### src/rtl/setres_debouncer_pkg.sv
// Shared constants and helpers for the set/reset input conditioning front end.
// SETRES_PULSE_EN selects one-shot r/s commands instead of debounced levels.
package setres_pkg;

   localparam int SETRES_DEBOUNCE_DEFAULT = 16;

   localparam int CH_R   = 0;
   localparam int CH_S   = 1;
   localparam int CH_D   = 2;
   localparam int NUM_CH = 3;

   // The counter only has to reach DEBOUNCE_CYCLES-1, so n+1 states are enough.
   function automatic int cnt_w(input int n);
      return $clog2(n + 1);
   endfunction

endpackage

### src/rtl/setres_debouncer_debounce_chan.sv
// One conditioning channel: two-flop synchroniser, qualification counter and
// the accepted (stable) level, plus a one-cycle flag after stable rises.
module debounce_chan
   import setres_pkg::*;
#(
   parameter int DEBOUNCE_CYCLES = SETRES_DEBOUNCE_DEFAULT
) (
   input  logic clk,
   input  logic rst_n,
   input  logic raw,
   output logic stable,
   output logic rise
);

   localparam int CW = cnt_w(DEBOUNCE_CYCLES);
   localparam logic [CW-1:0] CNT_LAST = CW'(DEBOUNCE_CYCLES - 1);

   logic          sync1_q;
   logic          sync2_q;
   logic          stable_q;
   logic          stable_d;
   logic          prev_q;
   logic [CW-1:0] cnt_q;
   logic [CW-1:0] cnt_d;

   // Any return to equality before acceptance throws the partial count away.
   always_comb begin
      stable_d = stable_q;
      cnt_d    = '0;
      if (sync2_q != stable_q) begin
         if (cnt_q == CNT_LAST) begin
            stable_d = sync2_q;
         end else begin
            cnt_d = cnt_q + CW'(1);
         end
      end
   end

   always_ff @(posedge clk) begin
      if (!rst_n) begin
         sync1_q  <= 1'b0;
         sync2_q  <= 1'b0;
         stable_q <= 1'b0;
         prev_q   <= 1'b0;
         cnt_q    <= '0;
      end else begin
         sync1_q  <= raw;
         sync2_q  <= sync1_q;
         stable_q <= stable_d;
         prev_q   <= stable_q;
         cnt_q    <= cnt_d;
      end
   end

   assign stable = stable_q;
   assign rise   = stable_q & ~prev_q;

endmodule

### src/rtl/setres_debouncer.sv
// Conditions raw reset/set/data inputs for a set/reset flop, reset wins over set.
// Define SETRES_PULSE_EN for single-cycle r/s commands; otherwise r/s are levels.
module setres_debouncer
   import setres_pkg::*;
#(
   parameter int DEBOUNCE_CYCLES = SETRES_DEBOUNCE_DEFAULT
) (
   input  logic clk,
   input  logic rst_n,
   input  logic raw_r,
   input  logic raw_s,
   input  logic raw_d,
   output logic r,
   output logic s,
   output logic d
);

   logic [NUM_CH-1:0] raw_w;
   logic [NUM_CH-1:0] stable_w;
   logic [NUM_CH-1:0] rise_w;
   logic              r_q;
   logic              s_q;
   logic              d_q;
   logic              unused_ok;

   always_comb begin
      raw_w       = '0;
      raw_w[CH_R] = raw_r;
      raw_w[CH_S] = raw_s;
      raw_w[CH_D] = raw_d;
   end

   for (genvar g = 0; g < NUM_CH; g++) begin : g_chan
      debounce_chan #(
         .DEBOUNCE_CYCLES(DEBOUNCE_CYCLES)
      ) u_chan (
         .clk   (clk),
         .rst_n (rst_n),
         .raw   (raw_w[g]),
         .stable(stable_w[g]),
         .rise  (rise_w[g])
      );
   end

   always_ff @(posedge clk) begin
      if (!rst_n) begin
         r_q <= 1'b0;
         s_q <= 1'b0;
         d_q <= 1'b0;
      end else begin
`ifdef SETRES_PULSE_EN
         // A set edge coinciding with, or landing under, a reset pulse is dropped.
         r_q <= rise_w[CH_R];
         s_q <= rise_w[CH_S] & ~rise_w[CH_R] & ~r_q;
`else
         r_q <= stable_w[CH_R];
         s_q <= stable_w[CH_S] & ~stable_w[CH_R];
`endif
         d_q <= stable_w[CH_D];
      end
   end

`ifdef SETRES_PULSE_EN
   assign unused_ok = rise_w[CH_D] ^ stable_w[CH_R] ^ stable_w[CH_S];
`else
   assign unused_ok = ^rise_w;
`endif

   assign r = r_q;
   assign s = s_q;
   assign d = d_q;

endmodule

### config.mk
export PLATFORM = sky130hd
export DESIGN_NAME = setres_debouncer
export DESIGN_NICKNAME = d
export VERILOG_FILES = /design/src/rtl/setres_debouncer_pkg.sv /design/src/rtl/setres_debouncer_debounce_chan.sv /design/src/rtl/setres_debouncer.sv
export SDC_FILE = /design/constraint.sdc
export NUM_CORES = 1
export LEC_CHECK = 0
export CAP_MARGIN = 20
export CELL_PAD_IN_SITES_DETAIL_PLACEMENT = 1
export CELL_PAD_IN_SITES_GLOBAL_PLACEMENT = 1
export CORE_UTILIZATION = 45
export CTS_BUF_LIST = sky130_fd_sc_hd__clkbuf_16
export DETAILED_ROUTE_END_ITERATION = 8
export DONT_BUFFER_PORTS = 1
export MAX_ROUTING_LAYER = met4
export PLACE_DENSITY_LB_ADDON = 0.25
export SKIP_CTS_REPAIR_TIMING = 1
export SYNTH_ARGS = -nofsm -noshare
export SYNTH_HDL_FRONTEND = slang
export SYNTH_SLANG_ARGS = --single-unit
### constraint.sdc
create_clock -name clk -period 2.54 [get_ports clk]
set_clock_uncertainty 0.05 [all_clocks]
set_input_delay 0.254 -clock clk [delete_from_list [all_inputs] [get_ports clk]]
set_output_delay 0.254 -clock clk [all_outputs]
set_load 0.01 [all_outputs]
Word-level counts from Yosys, hierarchy flattened
Cells that the tools add are included.
{ "totals": {"romBits": 0, "mem_count": 0, "ff_bits": 27, "latch_bits": 0, "inputBits": 5, "ram_bits": 0, "wordCells": 36} }
{ "op_classes": {"multipliers": 0, "muxes": 0, "eq_ne": 6, "add_sub_neg": 3, "order_cmp": 0, "n_div": 0, "reduce_logical": 6, "n_shift": 0, "n_bitwise": 6} }
{ "ops": {"columns": ["operator", "n"], "rows": [
  ["5-bit by 1-bit adder with 5-bit output, second input constant", 3],
  ["5-bit by 4-bit equality test with 1-bit output, second input constant", 3],
  ["3-bit OR reduction", 3],
  ["2-bit AND reduction", 3],
  ["1-bit NOT", 5],
  ["1-bit != test", 3],
  ["1-bit bitwise AND", 1]
]} }

Logic depth before layout (Yosys ltp)
{ "logic_depth": {"depth_word": 3, "ltp_mapped": 5, "ltp_nobuf": 5} }

Modules after synthesis
A second synthesis with hierarchy kept.
{ "hier_totals": {"cells_unflattened": 96, "area_unflattened_um2": 1051.0} }
{ "by_module_without_submodules": {"columns": ["module", "area_each_um2", "cells_each", "instances"], "rows": [
  ["debounce_chan", 322.8, 30, 3],
  ["setres_debouncer", 82.6, 6, 1]
]} }

Least setup slack after synthesis
OpenSTA, ideal clock, no wires.
{ "synth_path": {"path_type": "flip-flop to flip-flop", "from": "reg g_chan[0].u_chan.cnt_q[0]", "to": "reg g_chan[0].u_chan.cnt_q[2]", "arrival_time_ns": 1.209, "required_time_ns": 2.426, "setup_time_ns": 0.064, "synth_period_minus_slack_ns": 1.323, "stages_incl_launch_ff": 6, "slack_ns": 1.217, "path_buffers": 0, "cell_sequence": "dfxtp_1 ha_1 and3_1 ha_1 nand3b_2 nor2_1"} }
{ "synth_between": {"elab_chain_len": 2, "word_cells_on_any_way": 3, "classes_between": "1 x add/sub; 1 x eq/ne; 1 x reduce/logical"} }
{ "synth_rtl": {"columns": ["item", "line", "source"], "rows": [
  ["from (decl)", "setres_debouncer_debounce_chan.sv:23", "logic [CW-1:0] cnt_q;"],
  ["from (signal assigned)", "setres_debouncer_debounce_chan.sv:51", "cnt_q <= cnt_d;"],
  ["branches (longest 2 deep; another with 5-bit by 1-bit adder with 5-bit output)", null, null]
]} }
Parallel ways; which one is timed is not known.
A chain may end at the register's enable or synchronous reset.

Worst setup path after layout
{ "layout_path": {"from": "reg g_chan[2].u_chan.cnt_q[0]", "to": "reg g_chan[2].u_chan.cnt_q[3]"} }
{ "layout_between": {"elab_chain_len": 2, "word_cells_on_any_way": 3, "classes_between": "1 x add/sub; 1 x eq/ne; 1 x reduce/logical"} }
{ "layout_rtl": {"columns": ["item", "line"], "rows": [
  ["from (decl)", "setres_debouncer_debounce_chan.sv:23"],
  ["from (signal assigned)", "setres_debouncer_debounce_chan.sv:51"],
  ["branches (longest 2 deep; another with 5-bit by 1-bit adder with 5-bit output)", null]
]} }
Parallel ways; which one is timed is not known.

==> results_dict.tcl <==
set metrics [dict create \
    hold_violations 0 \
    crit_path_max_fanout 5 \
    worstPathArrival_ns 1.62 \
    irDropWorstVdd_v 0.000595 \
    netlist_area_um2 947 \
    wl_per_cell_um 11.0 \
    grt_start_max_net_pins 16 \
    finalInstanceArea_um2 1060 \
    core_um2 1960 \
    fin_crit_sh_pct 58.0 \
    cellLeakagePower_nw 0.430 \
    grt_pass1_wl_um 2280 \
    drv_slew 0 \
    ys_ff_latch 27 \
    yosysWarnings 0 \
    cap_violations 0 \
    power_density_nw_per_um2 740 \
    setup_tns_ns 0 \
    min_path_type "in -> reg" \
    htree_num_levels 1 \
    ys_seq_area_share_pct 57.1 \
    dp_hpwl_um 962 \
    synth_cell_types 16 \
    slew_headroom_pct 84.8 \
    root_buffer "clkbuf_16" \
    min_period_ns 1.47 \
    place_inst 114 \
    floorplan.initialDensity_pct 48.3 \
    final_cell_mix "dfxtp_1 (27), nor2_1 (15), and2_1 (7)" \
    clockBufferDepth 2 \
    rsz0062_at_grt "false" \
    gp_routability_congestion 0.755 \
    antenna_found_initial 0 \
    via_count 549 \
    layout-drive-gt1-share_pct 7.69 \
    synth.avg_cell_area_um2 10.8 \
    io_buffers 0 \
    synth_fp_nets 99 \
    grt_use_total_pct 15.4 \
    nFillCells 236 \
    cts_tree "done" \
    syn_inst 88 \
    dpl_cell_area_um2 977 \
    die_h_um 47.9 \
    ant_nets 0 \
    drt_iter0_drc 3 \
    drt-pass1-iter-count 4 \
    stdcell_count 118 \
    mostFrequentLayoutCell "dfxtp_1" \
    cts_buffers 3 \
    critPathLaunchType "register" \
    clock_sinks 27 \
    worstSetupPathType "reg -> reg" \
    clock.fmax_mhz 679 \
    setup_violations 0 \
    post_drt_via_cell_ratio 4.65 \
    rows 16 \
    insertion_delay_ns 0.26 \
    cp.required_ns 2.68 \
    antenna_cells 0 \
    outcome "complete, no violations" \
    num-nets-final 103 \
    endpoint_kind "register" \
    drt-total-wl_um 1300 \
    grt_pass1_vias 570 \
    path_clk_slew_ns 0.06 \
    worstMarginPinSlew_ns 0.227 \
    grt_overflow 0 \
    drc 0 \
    synthToLayoutAreaGrowth_pct 11.6 \
    ios 8 \
    die_w_um 47.9 \
    die-area_um2 2290 \
]
==> area by class of cell <==
| class | count | area (µm²) | area share, % |
|---|---|---|---|
| inverters | 6 | 22.5 | 2.13 |
| clock inverters | 1 | 5.00 | 0.473 |
| flip-flops and latches | 27 | 541 | 51.1 |
| clock buffers | 3 | 75.1 | 7.10 |
| multi-input cells | 54 | 380 | 36.0 |
| well taps | 27 | 33.8 | 3.20 |
==> cell families after synthesis <==
logic type | Yosys count | share of synthesized area, %
XOR/XNOR | 9 | 8.32
adder cells (fa/ha/maj) | 6 | 7.93
buffers and inverters | 7 | 2.77
flip-flops | 27 | 57.1
multiplexers | 3 | 3.17
AND/OR/NAND/NOR | 36 | 20.7
==> cells in the mapped netlist <==
cell type	n	area, µm²
nand3_1	3	15.0
inv_1	6	22.5
clkbuf_1	1	3.75
mux2i_1	3	30.0
nand3b_2	1	11.3
xnor2_1	3	26.3
nor2_1	15	56.3
nand3b_1	2	15.0
nor2b_1	3	18.8
xor2_1	6	52.6
and2_1	7	43.8
and2_2	1	7.51
dfxtp_1	27	541
and3_1	3	18.8
ha_1	6	75.1
and3b_2	1	10.0
==> metrics by stage <==
| stage | util, % | hold WS (ns) | setup slack [ns] | power, mW |
|---|---|---|---|---|
| global placement | 49.8 | 0.328 | 1.12 | 0.450 |
| floorplan | - | 0.331 | 1.22 | 0.450 |
| CTS | 53.9 | 0.0613 | 1.06 | 0.794 |
| finish | 53.9 | 0.0650 | 1.07 | 0.782 |
| global route | 53.9 | 0.0598 | 0.960 | 0.812 |
| detailed placement | 49.8 | 0.330 | 1.06 | 0.451 |
==> report_power, final <==
group	switching, mW	internal [mW]	total [mW]
sequential	0.00275	0.429	0.432
clock	0.129	0.212	0.341
combinational	0.00421	0.00497	0.00918
==> critical path, cell delays in order, from the launching register on <==
cell	delay [ns]
dfxtp_1	0.33
ha_1	0.23
and3_1	0.19
ha_1	0.20
nand3b_1	0.27
nor2_1	0.14
==> registers in the layout, summed over array words and instances (netlist names) <==
name and cells:
g_chan.u_chan.cnt_q 15, g_chan.u_chan.stable 3, g_chan.u_chan.sync1_q 3, g_chan.u_chan.sync2_q 3, d 1, r 1, s 1
==> per-layer routing <==
layer / wire [µm] / global-route usage, % / vias to the layer above
met1: 642 / 16.9 / 256
met2: 613 / 23.8 / 6
li1: - / - / 285
met4: 12 / 7.22 / 0
met3: 33 / 6.79 / 2
met5: 0 / - / -
==> final timing paths <==
check	cells after the start	slack, ns	to	from
setup / recovery	5	1.07	g_chan[2].u_chan.cnt_q[3]	g_chan[2].u_chan.cnt_q[0]
hold / removal	1	0.07	g_chan[1].u_chan.sync2_q	rst_n
setup reg to reg	5	1.07	g_chan[2].u_chan.cnt_q[3]	g_chan[2].u_chan.cnt_q[0]
hold reg to reg	1	0.38	g_chan[2].u_chan.sync2_q	g_chan[2].u_chan.sync1_q
Power figures use the tool's default switching activity.
